[config.mk]
export PLATFORM = sky130hd
export DESIGN_NAME = pipe_stall_ctrl
export DESIGN_NICKNAME = d
export VERILOG_FILES = /design/src/rtl/pipe_stall_ctrl.sv
export SDC_FILE = /design/constraint.sdc
export NUM_CORES = 1
export LEC_CHECK = 0
export BUFFER_PORTS_ARGS = -buffer_cell sky130_fd_sc_hd__buf_2
export CELL_PAD_IN_SITES_DETAIL_PLACEMENT = 0
export CELL_PAD_IN_SITES_GLOBAL_PLACEMENT = 2
export CORE_MARGIN = 2
export CORE_UTILIZATION = 30
export CTS_CLUSTER_SIZE = 14
export DETAILED_ROUTE_END_ITERATION = 8
export PLACE_DENSITY = 0.68
export RECOVER_POWER = 50
export SLEW_MARGIN = 10
export SYNTH_ARGS = -nofsm -noshare
export SYNTH_HDL_FRONTEND = slang
export SYNTH_SLANG_ARGS = --single-unit
[constraint.sdc]
create_clock -name clk -period 3.3 [get_ports clk]
set_clock_uncertainty 0.2 [all_clocks]
set_input_delay 0.165 -clock clk [delete_from_list [all_inputs] [get_ports clk]]
set_output_delay 0.165 -clock clk [all_outputs]
set_load 0.005 [all_outputs]
[src/rtl/pipe_stall_ctrl.sv]
// Central stall/flush controller for the 5-stage pipeline: builds the per-stage
// stall vector, sequences multi-cycle EX ops, counts stall cycles and watches MEM.
//
// Ports:
//   clk, reset_n           clock, asynchronous active-low reset
//   stallreq_if/id/ex/mem  per-stage stall requests
//   mc_start, mc_len       start of a multi-cycle EX op and its latency
//   flush_req              exception flush from MEM
//   perf_clr               synchronous clear of stall_cycles
//   stall[5:0]             {wb, mem, ex, id, if, pc} hold controls (combinational)
//   flush                  flush_req passed through
//   mc_busy, mc_done       multi-cycle op in flight / result-valid pulse
//   stall_cycles           saturating count of cycles with stall[0] set
//   bus_timeout            one-cycle pulse when MEM has stalled MEM_TIMEOUT cycles
module pipe_stall_ctrl #(
    parameter int MC_W        = 6,
    parameter int PERF_W      = 32,
    parameter int MEM_TIMEOUT = 255
) (
    input  logic              clk,
    input  logic              reset_n,
    input  logic              stallreq_if,
    input  logic              stallreq_id,
    input  logic              stallreq_ex,
    input  logic              stallreq_mem,
    input  logic              mc_start,
    input  logic [MC_W-1:0]   mc_len,
    input  logic              flush_req,
    input  logic              perf_clr,
    output logic [5:0]        stall,
    output logic              flush,
    output logic              mc_busy,
    output logic              mc_done,
    output logic [PERF_W-1:0] stall_cycles,
    output logic              bus_timeout
);

    typedef enum logic [1:0] {
        IDLE = 2'd0,
        BUSY = 2'd1,
        DONE = 2'd2
    } state_t;

    localparam logic [15:0] WD_MAX = 16'(MEM_TIMEOUT);

    state_t            state_q, state_d;
    logic [MC_W-1:0]   count_q, count_d;
    logic              mc_done_q, mc_done_d;
    logic [PERF_W-1:0] perf_q, perf_d;
    logic [15:0]       wd_q, wd_d;
    logic              bt_q, bt_d;
    logic              ex_mc;

    // EX is held from the cycle the op is issued until the countdown ends;
    // the DONE cycle releases EX so the result can move on.
    always_comb begin
        ex_mc = ((state_q == IDLE) && mc_start) || (state_q == BUSY);
    end

    always_comb begin
        stall = 6'b000000;
        if (flush_req) begin
            stall = 6'b000000;
        end else if (stallreq_mem) begin
            stall = 6'b011111;
        end else if (stallreq_ex || ex_mc) begin
            stall = 6'b001111;
        end else if (stallreq_id) begin
            stall = 6'b000111;
        end else if (stallreq_if) begin
            stall = 6'b000011;
        end
    end

    always_comb begin
        state_d = state_q;
        count_d = count_q;
        if (flush_req) begin
            state_d = IDLE;
            count_d = '0;
        end else begin
            unique case (state_q)
                IDLE: begin
                    if (mc_start) begin
                        state_d = BUSY;
                        // A zero latency is treated as one cycle.
                        count_d = (mc_len == '0) ? MC_W'(1) : mc_len;
                    end
                end
                BUSY: begin
                    count_d = count_q - MC_W'(1);
                    if (count_q == MC_W'(1)) begin
                        state_d = DONE;
                    end
                end
                DONE: begin
                    state_d = IDLE;
                end
                default: begin
                    state_d = IDLE;
                    count_d = '0;
                end
            endcase
        end
        mc_done_d = (state_d == DONE);
    end

    always_comb begin
        perf_d = perf_q;
        if (perf_clr) begin
            perf_d = '0;
        end else if (stall[0] && (perf_q != '1)) begin
            perf_d = perf_q + PERF_W'(1);
        end
    end

    // The watchdog only reports; releasing the stall is left to the
    // exception logic via flush_req.
    always_comb begin
        wd_d = '0;
        bt_d = 1'b0;
        if (stallreq_mem && !flush_req) begin
            if ((wd_q + 16'd1) == WD_MAX) begin
                wd_d = '0;
                bt_d = 1'b1;
            end else begin
                wd_d = wd_q + 16'd1;
            end
        end
    end

    always_ff @(posedge clk or negedge reset_n) begin
        if (!reset_n) begin
            state_q   <= IDLE;
            count_q   <= '0;
            mc_done_q <= 1'b0;
            perf_q    <= '0;
            wd_q      <= '0;
            bt_q      <= 1'b0;
        end else begin
            state_q   <= state_d;
            count_q   <= count_d;
            mc_done_q <= mc_done_d;
            perf_q    <= perf_d;
            wd_q      <= wd_d;
            bt_q      <= bt_d;
        end
    end

    assign flush        = flush_req;
    assign mc_busy      = (state_q != IDLE);
    assign mc_done      = mc_done_q;
    assign stall_cycles = perf_q;
    assign bus_timeout  = bt_q;

endmodule

==> metrics.yaml <==
pwr:
  ir_drop_mv: 0.2820
  power.density_mw_per_mm2: 466.9
  cellLeakagePower_nw: 1.711
synthesis:
  synth_area_sq_mm: 0.003456
  synth-seq-cells: 58
  synth_edf_count: 0
  synthCells: 361
  synthDistinctLibCells: 63
  yosys_warnings: 0
  synth_nets: 381
  synth.avg_cell_area_sq_um: 9.573
  ys.flop_type: "dfrtp_1"
  ys_seq_area_share_pct: 42.00
  synth-async-reset-ratio_pct: 100.0
min_path:
  hp-start: "mc_len[5]"
  hold_depth: 4
  min_path_type: "primary input to flip-flop"
  min_to: "count_q[5]$_DFFE_PN0P_"
worst_setup_path:
  r2r_start: "stall_cycles[0]$_DFFE_PN0P_"
  reg2reg_depth: 6
  crit_path_start_kind: "primary input"
  cp.arrival_ps: 2240
  cp-end-kind: "output pin"
  rrSetupSlack_ps: 890
  worst_ep_required_time_ps: 2930
  cp_max_fo: 15
  reg2reg_to: "stall_cycles[17]$_DFFE_PN0P_"
  crit_type: "primary input to output pin"
route:
  vias: 2879
  ant_nets: 0
  viasPerCell: 5.123
  drt_wl_total_um: 8465
  drcViolationCount: 0
  post_drt_wl_per_cell_um: 15.06
  firstDrtPassIters: 4
  first_iter_violations: 118
grt:
  grt_pass1_vias: 2842
  grt_pass1_wl_um: 14610
  grt_overflow: 0
  antenna_found_initial: 0
  grt_max_degree: 45
  grt_usage_pct: 14.50
floorplanning:
  die_y_um: 111.3
  core.rowCount: 39
  ios: 57
  initial_core_util_pct: 30.53
  fp.dieArea_sq_mm: 0.01239
  dieWidth_um: 111.3
  core-area_sq_mm: 0.01132
clock_network:
  cts_setup_buffers: 0
  clkSinkCount: 58
  root_buffer: "clkbuf_16"
  cts_buffers: 9
  cts.reportedPaths.clkPinSlew_ps: 50
  cts.htree.levels: 3
  worstSkewPairLatency_ps: 330
  max-clock-path-buffers: 2
  cts_tree: "done"
sta:
  final_max_slew_viol_count: 0
  slew_headroom_pct: 22.73
  grt_setup_unrepaired: "false"
  post-route-min-period_ps: 2607
  finalHoldViolations: 0
  fin_tns_setup_ps: 0
  maxClockFrequency_ghz: 0.3836
  tightest_slew_ps: 1159
  setup_violations: 0
  finalCritPeriodShare_pct: 78.99
finish:
  final_cell_mix: "58 x dfrtp_1, 47 x buf_2, 33 x nor2_1, 30 x a21oi_1, 20 x nand2_1"
  final_util_pct: 36.81
  insertedDiodeCount: 0
  synthToLayoutAreaGrowth_pct: 20.60
  drive_gt1_share_pct: 20.53
  fin_nets: 434
  final_common_cell: "dfrtp_1"
job:
  drv_cap: 0
place:
  port_buffers: 55
  dp_hpwl_um: 5849
  place_congestion: 0.7359
status:
  status: "completed"
==> timing repair <==
action / CTS / global route
gates resized for setup: 0 / 0
hold buffers: 2 / 0
endpoints found under the setup margin: 0 / 0
endpoints found under the hold margin: 19 / 0
==> power by group <==
part           total, mW  leakage, nW  internal, mW  switching (mW)
Sequential         0.747        0.802         0.725          0.0215
Clock               1.06        0.166         0.733           0.331
Combinational      0.135        0.743        0.0544          0.0804
==> worst max-delay path by stage <==
stage	startpoint	endpoint	slack [ps]	cells past startpoint
floorplan	stall_cycles[0]$_DFFE_PN0P_	stall_cycles[9]$_DFFE_PN0P_	1220	6
global placement	stall_cycles[0]$_DFFE_PN0P_	stall_cycles[23]$_DFFE_PN0P_	920	6
detailed placement	stall_cycles[0]$_DFFE_PN0P_	stall_cycles[17]$_DFFE_PN0P_	900	6
global route	flush_req	stall[4]	480	5
finish	flush_req	stall[4]	690	5
CTS	stall_cycles[0]$_DFFE_PN0P_	stall_cycles[17]$_DFFE_PN0P_	880	6
==> synthesized netlist by cell type (3+ instances only) <==
cell type	count	area share, %
dfrtp_1	58	42
nor2_1	33	3.6
a21oi_1	30	4.3
nand2_1	20	2.2
nand3_1	16	2.3
xnor2_1	16	4.1
or3_1	15	2.7
nand4_1	12	2.2
xor2_1	12	3.0
inv_1	11	1.2
o21ai_0	10	1.4
nor3_1	8	1.2
or4_1	8	1.7
a211oi_1	7	1.5
and4_1	7	1.8
o31ai_1	7	1.5
clkbuf_1	6	0.65
ha_1	5	1.8
a311oi_1	4	1.0
and2_1	4	0.72
and3_1	4	0.72
buf_2	4	0.58
buf_4	4	0.87
nor3b_1	4	0.87
o21ai_1	4	0.58
nand4_2	3	1.1
nor2b_1	3	0.54
==> worst max-delay path: stages <==
cell	delay [ps]
dlygate4sd3_1	520
clkbuf_1	500
nand2b_1	650
inv_1	220
buf_2	190
==> flip-flops by register name (all words and copies together), names as in the netlist <==
register,count
stall_cycles,32
wd_q,16
count_q,6
state_q,2
bus_timeout,1
mc_done,1
==> cells by family (layout without fill, tap and decap cells) <==
kind of cell	Yosys count	after routing	share of synthesized area (%)
buf+inv	29	87	4.526
compound gates	83	83	17.16
other cells	1	1	0.1085
flops	58	58	42.00
fa+ha+maj	5	5	1.810
mux	5	5	1.557
simple gates	152	152	25.74
xor+xnor	28	28	7.096
==> metal layers <==
layer	up-vias	track usage, %	part of all wire [%]
li1	1436	-	-
met1	1387	19.77	49
met2	47	22.64	46
met3	9	3.919	3.4
met4	0	4.444	1.1
met5	-	0	0
==> final cells by class <==
cell class	instances	area, sq um
multi-input cells	274	1848
clock buffers	10	229.0
well taps	143	178.9
flip-flops and latches	58	1451
inverters	12	57.56
clock inverters	6	105.1
repair buffers	59	297.8
fillers	1194	7153
==> per-stage QoR <==
step	cells	power, mW	area [sq um]	hold WS [ps]	setup slack [ps]
after floorplan	361	0.8413	3456	-330.6	1224
after global placement	544	0.8951	3826	-93.41	918.1
after global routing	562	2.027	4168	32.12	482.4
after detailed placement	544	0.8950	3826	-102.4	901.8
final	562	1.946	4168	12.07	693.2
after CTS	562	1.974	4180	4.739	883.0
Power figures use the tool's default switching activity.
